**src/rtl/m602.sv**
```systemverilog
// Dual pulse amplifier: each channel turns a qualified 1->0 trigger edge into a
// fixed-width registered pulse plus a registered complement, then locks out.
module m602 #(
  parameter int unsigned PW  = 5,
  parameter int unsigned REC = 3
) (
  input  logic clk,
  input  logic rst,
  input  logic D1,
  input  logic E1,
  input  logic F1,
  output logic H1,
  output logic J1,
  input  logic K1,
  input  logic L1,
  input  logic M1,
  output logic N1,
  output logic P1
);

  localparam int unsigned NCH = 2;
  localparam int unsigned CW  = 8;
  localparam logic [CW-1:0] PW_LD  = CW'(PW - 1);
  localparam logic [CW-1:0] REC_LD = CW'(REC - 1);
  localparam bit HAS_REC = (REC != 0);

  typedef enum logic [1:0] {
    IDLE    = 2'd0,
    PULSE   = 2'd1,
    RECOVER = 2'd2
  } state_t;

  state_t            state_q [NCH];
  state_t            state_d [NCH];
  logic [CW-1:0]     cnt_q   [NCH];
  logic [CW-1:0]     cnt_d   [NCH];
  logic [NCH-1:0]    trig;
  logic [NCH-1:0]    arm;
  logic [NCH-1:0]    trig_q;
  logic [NCH-1:0]    pulse_d;
  logic [NCH-1:0]    pulse_q;
  logic [NCH-1:0]    pulse_n_q;

  assign trig = {M1, F1};
  assign arm  = {K1 & L1, D1 & E1};

  // State, counter, trigger history and both output polarities.
  always_ff @(posedge clk or negedge rst) begin
    if (!rst) begin
      for (int i = 0; i < NCH; i++) begin
        state_q[i] <= IDLE;
        cnt_q[i]   <= '0;
      end
      trig_q    <= '0;
      pulse_q   <= '0;
      pulse_n_q <= '1;
    end else begin
      for (int i = 0; i < NCH; i++) begin
        state_q[i] <= state_d[i];
        cnt_q[i]   <= cnt_d[i];
      end
      trig_q    <= trig;
      pulse_q   <= pulse_d;
      pulse_n_q <= ~pulse_d;
    end
  end

  // Per-channel next state; pulse_d is the output level after this edge.
  always_comb begin
    for (int i = 0; i < NCH; i++) begin
      state_d[i] = state_q[i];
      cnt_d[i]   = cnt_q[i];
      pulse_d[i] = 1'b0;
      unique case (state_q[i])
        IDLE: begin
          if (trig_q[i] && !trig[i] && arm[i]) begin
            state_d[i] = PULSE;
            cnt_d[i]   = PW_LD;
            pulse_d[i] = 1'b1;
          end
        end
        PULSE: begin
          if (cnt_q[i] != '0) begin
            cnt_d[i]   = cnt_q[i] - CW'(1);
            pulse_d[i] = 1'b1;
          end else if (HAS_REC) begin
            state_d[i] = RECOVER;
            cnt_d[i]   = REC_LD;
          end else begin
            state_d[i] = IDLE;
          end
        end
        RECOVER: begin
          if (cnt_q[i] != '0) begin
            cnt_d[i] = cnt_q[i] - CW'(1);
          end else begin
            state_d[i] = IDLE;
          end
        end
        default: begin
          state_d[i] = IDLE;
          cnt_d[i]   = '0;
        end
      endcase
    end
  end

  assign H1 = pulse_q[0];
  assign J1 = pulse_n_q[0];
  assign N1 = pulse_q[1];
  assign P1 = pulse_n_q[1];

endmodule
```
**config.mk**
```make
export PLATFORM = sky130hd
export DESIGN_NAME = m602
export DESIGN_NICKNAME = d
export VERILOG_FILES = /design/src/rtl/m602.sv
export SDC_FILE = /design/constraint.sdc
export NUM_CORES = 1
export LEC_CHECK = 0
export BUFFER_PORTS_ARGS = -buffer_cell sky130_fd_sc_hd__clkbuf_2
export CAP_MARGIN = 10
export CORE_MARGIN = 10
export CORE_UTILIZATION = 40
export CTS_CLUSTER_DIAMETER = 120
export DETAILED_ROUTE_END_ITERATION = 6
export PLACE_DENSITY = 0.55
export SLEW_MARGIN = 20
export SYNTH_ARGS = -nofsm -noshare
export SYNTH_HDL_FRONTEND = slang
export SYNTH_SLANG_ARGS = --single-unit
```
**constraint.sdc**
```tcl
create_clock -name clk -period 2.1 [get_ports clk]
set_input_delay 0.21 -clock clk [delete_from_list [all_inputs] [get_ports clk]]
set_output_delay 0.21 -clock clk [all_outputs]
set_load 0.03 [all_outputs]
```
==> flow_metrics.py <==
metrics = {
    "run": {
        "maxCapViolCount": 0,
    },
    "critical_path": {
        "arrival_ps": 2220,
        "crit_slowest_cell": "or3b_1",
        "crit_chain": "inv_1 -> ha_1 -> or3b_1 -> or3_4 -> a21oi_2 -> or2_2",
        "crit_type": "reg -> reg",
        "crit_buf_inv": 1,
        "worstPathRequired_ps": 2320,
        "start_kind": "flop",
        "critical_path.max_fanout": 6,
        "cp_top_family": "simple AND/OR/NAND/NOR gates",
        "max_stage_delay_ps": 450,
        "end_kind": "flop",
    },
    "cts": {
        "insertion_delay_ps": 270,
        "cts_buffer_depth": 2,
        "clock-root-buffer": "clkbuf_8",
        "clock-sinks": 26,
        "cts_tree": "built",
        "clk_pin_slew_ps": 100,
        "cts_setup_buffers": 0,
        "cts_made_buffers": 3,
        "cts_htree_levels": 1,
    },
    "power": {
        "cellPowerDensity_nw_per_um2": 1490,
        "combPwrFrac_pct": 45.2,
        "p_int_mw": 1.47,
        "irDropWorstVdd_mv": 0.599,
        "power_switching_mw": 1.03,
        "leakagePower_nw": 0.743,
        "switching_share_pct": 41.2,
        "clkPwrFrac_pct": 16.8,
        "power_mw": 2.50,
        "pwr-share-seq_pct": 38.1,
    },
    "global_route": {
        "antenna_found_initial": 0,
        "grt_pass1_vias": 1160,
        "track_usage_pct": 10.3,
        "grt-ovfl-total": 0,
        "grt_max_degree": 27,
        "grt_first_pass_wirelength_um": 5460,
    },
    "cells_and_area": {
        "antennaDiodeCount": 0,
        "seqCellArea_sq_um": 653,
        "finish.net_count": 184,
        "fillers": 340,
        "multi_input_area_sq_um": 769,
        "final_cell_mix": "24 x dfrtp_1, 22 x nor2_1, 12 x a21oi_1, 11 x clkbuf_2, 9 x o21ai_0",
        "final_common_cell": "dfrtp_1",
        "drive_gt1_share_pct": 18.0,
        "fin_cells": 218,
        "syn_to_final_growth_pct": 13.9,
    },
    "logic_synthesis": {
        "yosysSeqAreaShare_pct": 44.4,
        "synth_ff_type": "dfrtp_1",
        "synth.top_cell.area_share_pct": 40.8,
        "synth-seq-cells": 26,
        "syn_area_per_cell_sq_um": 9.31,
        "synth_area_leaders": "dfrtp_1 41%, nor2_1 5.6%, a21oi_1 4.4%, dfstp_2 3.6%, o21ai_0 3.1%",
        "synthCells": 158,
        "synth_top_cell_by_area": "dfrtp_1",
        "async_reset_ff_share_pct": 100,
        "ys_warn_count": 0,
        "ys_types": 48,
        "netlist_area_sq_um": 1470,
        "syn-num-nets": 169,
        "synth-edff-count": 0,
    },
    "place": {
        "place.gp.congestion": 0.872,
        "port_buffers": 11,
        "pre_cts_ws_ps": 74.8,
        "dpl.hpwl_um": 2390,
        "dp.cells": 213,
    },
    "die": {
        "chipWidth_um": 80.7,
        "fp.coreArea_sq_um": 3440,
        "die-area_sq_um": 6500,
        "io_pins": 12,
        "start_util_pct": 42.7,
        "rows": 21,
        "die_h_um": 80.7,
    },
    "sta": {
        "drv_slew": 0,
        "worstMarginPinSlew_ps": 697,
        "period_share_pct": 94.9,
        "hold_viol_final": 0,
        "fin_ws_ps": 108,
        "post-route-min-period_ps": 1990,
        "fmaxAchievable_ghz": 0.502,
        "relSlewSlack_pct": 52.9,
        "setup_violations": 0,
        "tns_ps": 0,
        "rsz0062_at_grt": "no",
        "clock_skew_ps": 4.99,
    },
    "drt": {
        "met1_length_um": 1470,
        "wirelength_um": 3190,
        "drtAntennaViolNets": 0,
        "met2_length_um": 1580,
        "vias": 1218,
        "top_layer_used": "met4",
        "drt_iter0_markers": 54,
        "drc": 0,
        "via_per_inst": 5.59,
        "wl_per_cell_um": 14.6,
        "met3_length_um": 122,
        "first_pass_iters": 4,
    },
    "run_status": {
        "status": "finished, final reports clean",
    },
    "min_path": {
        "hold_path_class": "in -> reg",
    },
}
[worst reg2reg max path: stages, from the launching register on]
cell	delay, ps
dfrtp_1	410
inv_1	100
ha_1	210
or3b_1	450
or3_4	450
a21oi_2	200
or2_2	130
[per-stage QoR]
stage / hold WS, ps / utilization [%] / area (sq um)
3_3_place_gp: 277 / 46.0 / 1580
4_1_cts: 47.4 / 48.4 / 1670
5_1_grt: 41.2 / 48.7 / 1680
2_1_floorplan: -85.6 / - / 1470
6_report: 51.0 / 48.7 / 1680
3_5_place_dp: 286 / 46.0 / 1580
[final timing paths]
path                          start           end  slack [ps]  cells after the start
min reg2reg                cnt_q[6]      cnt_q[6]         490                      1
max reg2reg                cnt_q[0]  pulse_n_q[1]         110                      6
min in group asynchronous       rst      cnt_q[7]         480                      2
min                              M1     trig_q[1]          50                      1
max in group asynchronous       rst     cnt_q[14]        1200                      2
max                        cnt_q[0]  pulse_n_q[1]         110                      6
[logic make-up after synthesis]
| family | synth area share, % |
|---|---|
| xor+xnor | 2.38 |
| flops | 44.4 |
| compound gates | 21.0 |
| mux | 1.36 |
| simple gates | 24.2 |
| buf+inv | 4.08 |
| fa+ha+maj | 2.55 |
[power groups by stage]
stage / Clock (mW) / Combinational (mW) / Sequential (mW)
2_1_floorplan: 0 / 0.849 / 0.908
3_3_place_gp: 0 / 1.09 / 0.948
3_5_place_dp: 0 / 1.12 / 0.950
4_1_cts: 0.431 / 1.12 / 0.943
5_1_grt: 0.453 / 1.26 / 0.985
6_report: 0.418 / 1.13 / 0.951
[synthesized netlist by cell type, types with 2 or more instances]
| library cell | n |
|---|---|
| o31ai_1 | 2 |
| o21ai_0 | 9 |
| or4b_1 | 2 |
| and2_1 | 2 |
| a21oi_1 | 13 |
| nor2b_1 | 2 |
| nand2b_1 | 5 |
| or2_2 | 2 |
| clkbuf_1 | 5 |
| nor3_1 | 5 |
| o41ai_1 | 2 |
| nand2_1 | 5 |
| nand4b_1 | 2 |
| a22o_1 | 2 |
| inv_1 | 8 |
| xor2_1 | 2 |
| o211ai_1 | 2 |
| ha_1 | 3 |
| xnor2_1 | 2 |
| or3_1 | 3 |
| dfstp_2 | 2 |
| nor2_1 | 22 |
| mux2i_1 | 2 |
| a32o_1 | 3 |
| dfrtp_1 | 24 |
| a311o_1 | 2 |
| o22ai_1 | 4 |
[metal layers]
metal | up-vias | global-route usage, %
met2 | 17 | 17.0
met4 | 0 | 3.81
met3 | 2 | 2.78
met1 | 591 | 12.4
met5 | - | 0
li1 | 608 | -
[final cells by class]
cell class / instances / share of cell area [%]
Multi-Input combinational cell: 118 / 45.9
Sequential cell: 26 / 39.0
Timing Repair Buffer: 16 / 5.67
Tap cell: 46 / 3.43
Clock buffer: 3 / 2.46
Clock inverter: 1 / 1.79
Inverter: 8 / 1.79
[state kept, by name, indices dropped and copies added (netlist names)]
name	flops
pulse_n_q	2
state_q	4
trig_q	2
cnt_q	16
pulse_q	2
[what timing repair did]
item | CTS | global route
hold buffers | 1 | 0
endpoints found under the hold margin | 24 | 0
resized for setup | 0 | 4
endpoints found under the setup margin | 0 | 12
No activity file was read; power rests on OpenSTA's default activity.
